File: config.mk
export PLATFORM = sky130hd
export DESIGN_NAME = if_fetch_stage
export DESIGN_NICKNAME = d
export VERILOG_FILES = /design/src/rtl/if_fetch_stage.sv
export SDC_FILE = /design/constraint.sdc
export NUM_CORES = 1
export LEC_CHECK = 0
export BUFFER_PORTS_ARGS = -buffer_cell sky130_fd_sc_hd__buf_2
export CAP_MARGIN = 20
export CORE_MARGIN = 10
export CORE_UTILIZATION = 32
export CTS_CLUSTER_DIAMETER = 60
export DETAILED_ROUTE_END_ITERATION = 16
export MAX_ROUTING_LAYER = met4
export PLACE_DENSITY = 0.59
export SYNTH_ARGS = -nofsm -noshare
export SYNTH_HDL_FRONTEND = slang
export SYNTH_SLANG_ARGS = --single-unit
File: constraint.sdc
create_clock -name clk -period 4.34 [get_ports clk]
set_input_delay 0.868 -clock clk [delete_from_list [all_inputs] [get_ports clk]]
set_output_delay 0.868 -clock clk [all_outputs]
set_load 0.05 [all_outputs]
File: src/rtl/if_fetch_stage.sv
// Instruction-fetch stage: SPM/bus access FSM feeding the IF/ID pipeline register.
// Define IF_SPM_FETCH_EN to decode addr[29:27]==SPM_IDX to the scratch-pad; otherwise every fetch uses the bus.
module if_fetch_stage #(
  parameter int          WORD     = 32,
  parameter int          ADDR_W   = 30,
  parameter logic [2:0]  SPM_IDX  = 3'b001,
  parameter logic [29:0] RESET_PC = 30'h0,
  parameter logic [31:0] NOP      = 32'h0
) (
  input  logic              clk,
  input  logic              rst,
  input  logic              stall_i,
  input  logic              flush_i,
  input  logic [ADDR_W-1:0] new_pc_i,
  input  logic              br_taken_i,
  input  logic [ADDR_W-1:0] br_addr_i,
  output logic              busy_o,
  input  logic [WORD-1:0]   spm_rd_data_i,
  output logic [ADDR_W-1:0] spm_addr_o,
  output logic              spm_as_o,
  output logic              spm_rw_o,
  output logic [WORD-1:0]   spm_wr_data_o,
  input  logic [WORD-1:0]   bus_rd_data_i,
  input  logic              bus_rdy_i,
  input  logic              bus_grnt_i,
  output logic              bus_req_o,
  output logic [ADDR_W-1:0] bus_addr_o,
  output logic              bus_as_o,
  output logic              bus_rw_o,
  output logic [WORD-1:0]   bus_wr_data_o,
  output logic [ADDR_W-1:0] if_pc_o,
  output logic [WORD-1:0]   if_inst_o,
  output logic              if_en_o
);

  typedef enum logic [1:0] {
    IDLE,
    REQ,
    ACCESS,
    STALL
  } state_e;

  state_e              state_q, state_d;
  logic                bus_req_q, bus_req_d;
  logic                bus_as_q, bus_as_d;
  logic                bus_rw_q, bus_rw_d;
  logic [ADDR_W-1:0]   bus_addr_q, bus_addr_d;
  logic [WORD-1:0]     rd_buf_q, rd_buf_d;
  logic [ADDR_W-1:0]   if_pc_q, if_pc_d;
  logic [WORD-1:0]     if_inst_q, if_inst_d;
  logic                if_en_q, if_en_d;

  logic [WORD-1:0]     insn;
  logic                busy;
  logic                spm_as;
  logic                spm_hit;
  logic                hold;

`ifdef IF_SPM_FETCH_EN
  assign spm_hit = (if_pc_q[ADDR_W-1 -: 3] == SPM_IDX);
`else
  logic [2:0] spm_idx_unused;
  assign spm_idx_unused = SPM_IDX;
  assign spm_hit        = 1'b0;
`endif

  // Access FSM: SPM answers in the IDLE cycle, the bus takes IDLE->REQ->ACCESS.
  always_comb begin
    state_d    = state_q;
    bus_req_d  = bus_req_q;
    bus_as_d   = bus_as_q;
    bus_rw_d   = bus_rw_q;
    bus_addr_d = bus_addr_q;
    rd_buf_d   = rd_buf_q;
    insn       = '0;
    busy       = 1'b0;
    spm_as     = 1'b0;
    case (state_q)
      IDLE: begin
        if (!flush_i) begin
          if (spm_hit) begin
            if (!stall_i) begin
              spm_as = 1'b1;
              insn   = spm_rd_data_i;
            end
          end else begin
            busy       = 1'b1;
            state_d    = REQ;
            bus_req_d  = 1'b1;
            bus_addr_d = if_pc_q;
            bus_rw_d   = 1'b0;
          end
        end
      end
      REQ: begin
        busy = 1'b1;
        if (bus_grnt_i) begin
          state_d  = ACCESS;
          bus_as_d = 1'b1;
        end
      end
      ACCESS: begin
        bus_as_d = 1'b0;
        if (bus_rdy_i) begin
          insn       = bus_rd_data_i;
          rd_buf_d   = bus_rd_data_i;
          bus_req_d  = 1'b0;
          bus_addr_d = '0;
          bus_rw_d   = 1'b0;
          state_d    = stall_i ? STALL : IDLE;
        end else begin
          busy = 1'b1;
        end
      end
      STALL: begin
        insn = rd_buf_q;
        if (!stall_i) begin
          state_d = IDLE;
        end
      end
      default: state_d = IDLE;
    endcase
  end

  // A held stage ignores flush/branch entirely, so X on those inputs cannot leak in.
  assign hold = stall_i | busy;

  always_comb begin
    if_pc_d   = if_pc_q;
    if_inst_d = if_inst_q;
    if_en_d   = if_en_q;
    if (!hold) begin
      if (flush_i) begin
        if_pc_d   = new_pc_i;
        if_inst_d = NOP[WORD-1:0];
        if_en_d   = 1'b0;
      end else if (br_taken_i) begin
        if_pc_d   = br_addr_i;
        if_inst_d = insn;
        if_en_d   = 1'b1;
      end else begin
        if_pc_d   = if_pc_q + {{(ADDR_W-1){1'b0}}, 1'b1};
        if_inst_d = insn;
        if_en_d   = 1'b1;
      end
    end
  end

  always_ff @(posedge clk or posedge rst) begin
    if (rst) begin
      state_q    <= IDLE;
      bus_req_q  <= 1'b0;
      bus_as_q   <= 1'b0;
      bus_rw_q   <= 1'b0;
      bus_addr_q <= '0;
      rd_buf_q   <= '0;
      if_pc_q    <= RESET_PC[ADDR_W-1:0];
      if_inst_q  <= NOP[WORD-1:0];
      if_en_q    <= 1'b0;
    end else begin
      state_q    <= state_d;
      bus_req_q  <= bus_req_d;
      bus_as_q   <= bus_as_d;
      bus_rw_q   <= bus_rw_d;
      bus_addr_q <= bus_addr_d;
      rd_buf_q   <= rd_buf_d;
      if_pc_q    <= if_pc_d;
      if_inst_q  <= if_inst_d;
      if_en_q    <= if_en_d;
    end
  end

  assign busy_o        = busy;
  assign spm_addr_o    = if_pc_q;
  assign spm_as_o      = spm_as;
  assign spm_rw_o      = 1'b0;
  assign spm_wr_data_o = '0;
  assign bus_req_o     = bus_req_q;
  assign bus_addr_o    = bus_addr_q;
  assign bus_as_o      = bus_as_q;
  assign bus_rw_o      = bus_rw_q;
  assign bus_wr_data_o = '0;
  assign if_pc_o       = if_pc_q;
  assign if_inst_o     = if_inst_q;
  assign if_en_o       = if_en_q;

endmodule

==> results.json, run 1 <==
{
  "ys_ff_latch": 129,
  "htreeDepth": 4,
  "post_cts.repair.setup_buffers": 0,
  "worst_path_dominant_cell_family": "buffers and inverters",
  "grt.total_usage_pct": 16.1,
  "via_count": 5858,
  "final_max_slew_viol_count": 0,
  "layout_setup_ws_ns": 1.60,
  "r2r_start": "if_pc_o[0]",
  "maxCapViolCount": 0,
  "synth_area_per_cell_sq_um": 9.98,
  "dpl_cell_area_sq_um": 7920,
  "critPathKind": "reg -> out",
  "worstMarginPinSlew_ns": 0.909,
  "first_pass_iters": 5,
  "synth-edff-count": 0,
  "rsz0062_at_grt": "false",
  "ys_seq_area_share_pct": 46.0,
  "dr.first_iter.drc_count": 364,
  "coreArea_sq_um": 21700,
  "startpoint": "state_q[0]",
  "finalWirelength_um": 22900,
  "portBuffers": 224,
  "postSynthCellCount": 704,
  "die_area_sq_um": 28300,
  "slowest_stage": "buf_4",
  "clk_pin_slew_ns": 0.07,
  "drive_gt1_share_pct": 34.9,
  "wl_per_cell_um": 19.6,
  "start_kind": "flop",
  "worst_setup_path_end_kind": "output pin",
  "cts_tree": "yes",
  "final_util_pct": 39.2,
  "die-height_um": 168,
  "outcome": "complete, no violations",
  "nFillCells": 2234,
  "clk_latency_ns": 0.43,
  "cp.required_ns": 3.47,
  "grtUsageMet1_pct": 19.2,
  "slew_headroom_pct": 39.4,
  "synth_top_area_share_pct": 46.0,
  "grt_pass1_vias": 5873,
  "final_hold_viol_count": 0,
  "synth_most_common_cell": "dfrtp_1",
  "cts_resized": 0,
  "peakVddDrop_mv": 0.457,
  "fin_area_sq_um": 8510,
  "root_buffer": "clkbuf_16",
  "synthFlopType": "dfrtp_1",
  "globalRouteMet3Util_pct": 7.36,
  "timing.critical_path.slowest_cell_delay_ns": 0.44,
  "dieWidth_um": 168,
  "period_needed_ns": 2.74,
  "area_growth_pct": 21.2,
  "ys_types": 55,
  "place_ws_ns": 1.23,
  "timing.final.crit_share_pct": 63.0,
  "leakage_nw": 4.07,
  "grt_max_degree": 92,
  "gp_congestion": 0.779,
  "antenna_found_initial": 5,
  "io_pins": 324,
  "clockBufferDepth": 2,
  "grt_busiest_layer": "met2",
  "dp_hpwl_um": 16100,
  "synth_warnings": 0,
  "drc": 0,
  "via_per_inst": 5.00,
  "hold_buffers": 0,
  "crit_chain": "buf_4 -> nor2b_1 -> o22ai_1 -> buf_2",
  "grt_overflow": 0,
  "row_count": 54,
  "grt_pass1_wl_um": 35400,
  "cts.sinks": 129,
  "synth_area_leaders": "dfrtp_1, buf_4, mux2_2",
  "min-delay-start": "if_inst_o[18]",
  "critPathBufInv": 2,
  "finClkSkew_ns": 0.00981,
  "finalSetupTns_ns": 0,
  "fmax_ghz": 0.366,
  "initial_core_util_pct": 32.4,
  "hold_path_class": "reg -> reg",
  "final_nets": 1004,
  "worstPathArrival_ns": 1.87,
  "ys_top_cells_by_count": "dfrtp_1, buf_4, nand2_1, a21oi_1, a22oi_1",
  "multi_input_area_sq_um": 3100,
  "syn_area_sq_um": 7020,
  "ys_async_sr_fraction_pct": 100,
  "regArea_sq_um": 3230,
  "synth_top_cell_by_area": "dfrtp_1",
  "met2_usage_pct": 23.9,
  "cts_made_buffers": 17,
  "p_per_area_nw_per_um2": 931,
  "worst-path-max-fanout": 43,
  "finalSetupViolCount": 0,
  "antenna_left": 0
}
==> per-stage QoR <==
step / instances / hold WS [ns] / power (mW)
3_3_place_gp: 1133 / 0.455 / 6.51
2_1_floorplan: 770 / 0.481 / 5.70
3_5_place_dp: 1133 / 0.462 / 6.55
6_report: 1171 / 0.470 / 7.92
4_1_cts: 1165 / 0.477 / 8.02
5_1_grt: 1170 / 0.502 / 8.39
==> power breakdown <==
group | internal [mW] | switching [mW]
Sequential | 1.77 | 0.565
Clock | 0.806 | 0.624
Combinational | 1.06 | 3.09
==> worst reg2reg max path, delay by kind of cell, from the launching register on <==
| family | cells | cell delay, ns |
|---|---|---|
| AND/OR/NAND/NOR | 3 | 1.13 |
| adder cells (fa/ha/maj) | 1 | 0.30 |
| AO/OA/AOI/OAI | 2 | 0.39 |
| flip-flops | 1 | 0.53 |
==> sequential cells by signal (all words and copies together), names as in the netlist <==
signal      count
bus_addr_o     30
bus_as_o        1
bus_req_o       1
if_en_o         1
if_inst_o      32
if_pc_o        30
rd_buf_q       32
state_q         2
==> layer usage <==
metal	up-vias	part of all wire, %
met5	-	0
met3	26	11
met2	258	46
li1	2756	-
met1	2818	41
met4	0	1.4
==> final cells by class <==
| type | count | area share, % |
|---|---|---|
| diodes | 6 | 0.176 |
| clock buffers | 18 | 5.04 |
| clock inverters | 14 | 1.68 |
| inverters | 9 | 0.456 |
| multi-input cells | 481 | 36.4 |
| flip-flops and latches | 129 | 37.9 |
| well taps | 280 | 4.12 |
| repair buffers | 234 | 14.2 |
==> kinds of logic after synthesis <==
group                    synth area share, %
other                                 0.0534
AND/OR/NAND/NOR                         10.7
AO/OA/AOI/OAI                           21.5
XOR/XNOR                                1.50
buffers and inverters                   14.0
multiplexers                            6.13
adder cells (fa/ha/maj)                0.178
flip-flops                              46.0
==> path summary, 6_finish.rpt <==
| kind | slack [ns] | to | cells after the start |
|---|---|---|---|
| min reg2reg | 0.47 | if_inst_o[18] | 2 |
| min | 0.47 | if_inst_o[18] | 2 |
| max reg2reg | 1.88 | if_pc_o[24] | 6 |
| min in group asynchronous | 0.64 | bus_addr_o[1] | 2 |
| max | 1.60 | busy_o | 4 |
| max in group asynchronous | 2.85 | bus_addr_o[16] | 3 |
==> placed cells by master (no fill, tap or decap), types with 7 or more instances in the layout <==
master and n:
xnor2_1 7, a21oi_1 35, buf_4 9, o21ai_1 7
mux2_2 32, nand4_1 10, nand3_1 14, mux2i_1 7
inv_1 7, o21ai_0 17, inv_6 7, dfrtp_1 129
a22oi_1 35, nand2_1 59, o31ai_1 34, and3_1 8
a22o_1 31, clkbuf_16 17, buf_2 224, nor2_1 30
conb_1 67, o22ai_1 10
No activity file was read; power rests on OpenSTA's default activity.
==> run 2: changes to the inputs <==
- PLACE_DENSITY: 0.59 -> 0.56
- clock period: 4.34 -> 2.7 ns (I/O delays scaled with it)
==> run 2 against run 1 <==
Against the previous run:
- sequential share of layout area fell by 0.68 points
- register-to-register slack got worse by 1.5 ns
- worst hold slack got worse by 0.15 ns
- flip-flop and latch count did not move
- critical path depth rose by 2
- largest cell class unchanged
- critical path type is now reg -> reg
- clock skew rose by 0.0045 ns
- highest routed layer unchanged
- via count rose by 0.32%
- clock power rose by 66%
- global-route usage rose by 0.41 points
- final cell count rose by 1.0%
==> results.json, run 2 (synthesized netlist as in run 1, its figures left out) <==
{
  "outcome": "complete, no violations",
  "area_growth_pct": 23.4,
  "final_max_slew_viol_count": 0,
  "layout_common_cells": "buf_2, dfrtp_1, conb_1",
  "antenna_left": 0,
  "worst_setup_path_end_kind": "flop",
  "grt_overflow": 0,
  "io_pins": 324,
  "clk_latency_ns": 0.42,
  "dr.first_iter.drc_count": 427,
  "die_area_sq_um": 28300,
  "first_pass_iters": 5,
  "post_cts.repair.setup_buffers": 0,
  "finClkSkew_ns": 0.0143,
  "rsz0062_at_grt": "false",
  "p_per_area_nw_per_um2": 1500,
  "clk_pin_slew_ns": 0.06,
  "htreeDepth": 4,
  "leakage_nw": 4.17,
  "finalSetupViolCount": 0,
  "dpl_cell_area_sq_um": 8070,
  "fmax_ghz": 0.427,
  "portBuffers": 224,
  "cts_tree": "yes",
  "dr.max_layer_used": "met4",
  "met2_length_um": 10900,
  "dr_wl_met3_um": 2120,
  "r2r_cells": 6,
  "row_count": 54,
  "cts_made_buffers": 17,
  "dp_hpwl_um": 16700,
  "grt_pass1_vias": 6145,
  "final_hold_viol_count": 0,
  "crit_end": "if_pc_o[24]",
  "cts_resized": 0,
  "maxCapViolCount": 0,
  "met1Wirelength_um": 10200,
  "drive_gt1_share_pct": 36.0,
  "final_common_cell": "buf_2",
  "final_nets": 1019,
  "finalWirelength_um": 23400,
  "cts.sinks": 129,
  "timing.final.crit_share_pct": 86.8,
  "period_needed_ns": 2.34,
  "nFillCells": 2162,
  "crit_chain": "ha_1 -> nand3_4 -> nor4_4 -> and3_1 -> o21ai_1 -> a221o_1",
  "start_kind": "flop",
  "timing.critical_path.slowest_cell_delay_ns": 0.58,
  "clockBufferDepth": 2,
  "grt_pass1_wl_um": 36400,
  "worst-path-max-fanout": 8,
  "worstPathArrival_ns": 2.64,
  "worstMarginPinSlew_ns": 0.755,
  "die-height_um": 168,
  "slowest_stage": "nor4_4",
  "drc": 0,
  "r2r_start": "if_pc_o[1]",
  "via_per_inst": 4.97,
  "via_count": 5877,
  "initial_core_util_pct": 32.4,
  "startpoint": "if_pc_o[1]",
  "grt_max_degree": 130,
  "hold_buffers": 0,
  "critPathKind": "reg -> reg",
  "peakVddDrop_mv": 0.731,
  "root_buffer": "clkbuf_16",
  "worstReg2RegEnd": "if_pc_o[24]",
  "slew_headroom_pct": 49.7,
  "r2r_slack_ns": 0.36,
  "gp_congestion": 0.832,
  "coreArea_sq_um": 21700,
  "antenna_found_initial": 3,
  "finalSetupTns_ns": 0,
  "hold_path_class": "in -> async",
  "wl_per_cell_um": 19.8,
  "grt.total_usage_pct": 16.5,
  "fin_area_sq_um": 8670,
  "cp.required_ns": 3.00,
  "dieWidth_um": 168
}
[run 2: changes by cell type in the layout (fill, tap and decap cells not counted), moves of 2 or more]
| cell | before | now |
|---|---|---|
| clkinv_4 | 0 | 2 |
| diode_2 | 6 | 3 |
| inv_6 | 7 | 5 |
| buf_4 | 9 | 21 |
| inv_8 | 2 | 0 |
| buf_12 | 1 | 4 |
[run 2: area by class of cell]
| cell class | instances | area (sq um) | area share [%] |
|---|---|---|---|
| timing repair buffer | 249 | 1360 | 15.7 |
| clock inverter | 13 | 149 | 1.72 |
| antenna | 3 | 7.51 | 0.0866 |
| sequential | 129 | 3230 | 37.2 |
| clock buffer | 19 | 443 | 5.11 |
| tap | 280 | 350 | 4.04 |
| multi-input combinational | 481 | 3090 | 35.7 |
| inverter | 9 | 37.5 | 0.433 |
[run 2: where the power goes]
group / switching, mW / internal [mW]
Clock: 0.965 / 1.40
Sequential: 0.825 / 2.85
Combinational: 5.13 / 1.83
[run 2: worst min-delay path by stage]
stage                          start            to  slack (ns)  cells after the start
detailed placement      if_inst_o[9]  if_inst_o[9]        0.46                      2
CTS                 bus_rd_data_i[0]   rd_buf_q[0]        0.34                      2
finish                           rst    if_pc_o[5]        0.32                      3
global route        bus_rd_data_i[2]   rd_buf_q[2]        0.35                      2
global placement        if_inst_o[5]  if_inst_o[5]        0.46                      2
floorplan               rd_buf_q[27]  rd_buf_q[27]        0.48                      1
[run 2: critical path: cells and delay by family (launching register included)]
family / cells / cell delay, ns
compound gates: 2 / 0.40
flops: 1 / 0.47
fa+ha+maj: 1 / 0.28
simple gates: 3 / 1.08
[run 2: layer usage]
layer  global-route usage [%]  vias to the layer above
li1                         -                     2781
met2                     24.9                      254
met1                     20.4                     2826
met5                        -                        -
met3                     6.05                       16
met4                     4.54                        0
[run 2: metrics by stage]
step | total power, mW | setup slack, ns | std cells | utilization [%] | hold WS, ns
2_1_floorplan | 9.17 | 0.378 | 770 | - | 0.481
3_3_place_gp | 10.7 | 0.416 | 1148 | 37.2 | 0.455
3_5_place_dp | 10.7 | 0.384 | 1148 | 37.2 | 0.461
4_1_cts | 13.1 | 0.355 | 1180 | 39.9 | 0.335
5_1_grt | 13.8 | 0.241 | 1183 | 40.0 | 0.352
6_report | 13.0 | 0.356 | 1183 | 40.0 | 0.323
==> run 3: changes to the inputs <==
- RECOVER_POWER: default -> 25
==> run 3 against run 2 <==
Against the previous run:
- the flow now finishes with violations (capacitance limit, slew limit)
- clock power hardly changed
- flip-flop and latch count stayed put
- die area stayed put
- non-clock buffer count stayed put
- final cell count hardly changed
- register-to-register slack hardly changed
- first-iteration DRC count is 2.3% lower
- worst hold slack better by 0.032 ns
- total power hardly changed
- critical endpoint unchanged
- largest cell class unchanged
==> results.json, run 3 (synthesized netlist as in run 1, its figures left out) <==
{
  "outcome": "complete, but fails checks",
  "violations": "capacitance limit, slew limit",
  "finClkSkew_ns": 0.0149,
  "hold_end": "rd_buf_q[16]",
  "portBuffers": 224,
  "antenna_left": 0,
  "row_count": 54,
  "start_kind": "flop",
  "layout_setup_ws_ns": 0.347,
  "maxCapViolCount": 1,
  "die_area_sq_um": 28300,
  "critPathKind": "reg -> reg",
  "final_nets": 1019,
  "final_hold_viol_count": 0,
  "timing.final.crit_share_pct": 87.2,
  "place_ws_ns": 0.384,
  "worstReg2RegEnd": "if_pc_o[24]",
  "hold_buffers": 0,
  "grt_pass1_wl_um": 36400,
  "clk_pin_slew_ns": 0.07,
  "grt.total_usage_pct": 16.5,
  "final_util_pct": 39.9,
  "gp_congestion": 0.832,
  "p_clk_share_pct": 18.2,
  "grt_max_degree": 130,
  "slew_headroom_pct": -28.4,
  "coreArea_sq_um": 21700,
  "dr.first_iter.drc_count": 417,
  "initial_core_util_pct": 32.4,
  "worstPathArrival_ns": 2.65,
  "cts_made_buffers": 17,
  "period_needed_ns": 2.35,
  "p_int_mw": 6.08,
  "drc": 0,
  "via_count": 5849,
  "rsz0062_at_grt": "false",
  "drive_gt1_share_pct": 36.0,
  "final_max_slew_viol_count": 130,
  "worst-path-max-fanout": 8,
  "switching_power_mw": 6.92,
  "worstMarginPinSlew_ns": 1.93,
  "leakage_nw": 4.16,
  "dieWidth_um": 168,
  "min-delay-start": "bus_rd_data_i[16]",
  "clockBufferDepth": 2,
  "sequentialPowerShare_pct": 28.3,
  "clk_latency_ns": 0.42,
  "cts.sinks": 129,
  "hold_ws_ns": 0.355,
  "fmax_ghz": 0.425,
  "r2r_slack_ns": 0.35,
  "first_pass_iters": 4,
  "finalPower_mw": 13.0,
  "die-height_um": 168,
  "io_pins": 324,
  "layout_common_cells": "buf_2, dfrtp_1, conb_1",
  "post_cts.repair.setup_buffers": 0,
  "via_per_inst": 4.94,
  "htreeDepth": 4,
  "grt_overflow": 0,
  "cts_tree": "yes",
  "dp_hpwl_um": 16700,
  "wl_per_cell_um": 19.8,
  "r2r_cells": 6,
  "area_growth_pct": 23.2,
  "p_per_area_nw_per_um2": 1500,
  "final_common_cell": "buf_2",
  "peakVddDrop_mv": 0.729,
  "cts_resized": 0,
  "root_buffer": "clkbuf_16",
  "antenna_found_initial": 3,
  "hold_path_class": "in -> reg",
  "worst_setup_path_end_kind": "flop",
  "finalSetupViolCount": 0,
  "finalWirelength_um": 23400,
  "nFillCells": 2166,
  "r2r_start": "if_pc_o[1]",
  "p_comb_share_pct": 53.5,
  "grt_pass1_vias": 6145,
  "finalSetupTns_ns": 0,
  "cp.required_ns": 3.00,
  "whs_path_depth": 2,
  "switching_share_pct": 53.3
}
==> run 3: layer usage <==
layer,part of all wire (%),vias up,track usage (%)
met4,1.1,0,4.54
met1,43,2812,20.4
li1,-,2781,-
met5,0,-,-
met2,47,236,24.9
met3,9.1,20,6.05
==> run 3: critical path, stage by stage (launching register included) <==
cell	delay, ns
dfrtp_1	0.47
ha_1	0.28
nand3_4	0.15
nor4_4	0.59
and3_1	0.35
o21ai_1	0.08
a221o_1	0.32
==> run 3: power groups by stage <==
stage          sequential [mW]  combinational (mW)  clock (mW)
2_1_floorplan             5.81                3.36           0
3_3_place_gp              3.68                6.98           0
3_5_place_dp              3.71                7.02           0
4_1_cts                   3.68                7.03        2.44
5_1_grt                   3.84                7.40        2.52
6_report                  3.68                6.95        2.37
==> run 3: area by class of cell <==
class	count	area (sq um)	area share, %
Sequential cell	129	3230	37.3
Multi-Input combinational cell	481	3090	35.7
Timing Repair Buffer	249	1350	15.6
Clock buffer	19	443	5.12
Tap cell	280	350	4.05
Clock inverter	13	149	1.72
Inverter	9	35.0	0.405
Antenna cell	4	10.0	0.116
==> run 3: how the worst max path moves through the flow <==
| stage | endpoint | from |
|---|---|---|
| after floorplan | if_pc_o[24] | if_pc_o[1] |
| after global placement | if_pc_o[24] | if_pc_o[1] |
| after detailed placement | if_pc_o[24] | if_pc_o[1] |
| after CTS | busy_o | state_q[1] |
| after global routing | if_pc_o[24] | if_pc_o[1] |
| final | if_pc_o[24] | if_pc_o[1] |
==> run 3: stage by stage <==
step / instance area, sq um / std cells
6_report: 8650 / 1184
5_1_grt: 8650 / 1183
4_1_cts: 8660 / 1180
3_5_place_dp: 8070 / 1148
3_3_place_gp: 8070 / 1148
2_1_floorplan: 7270 / 770
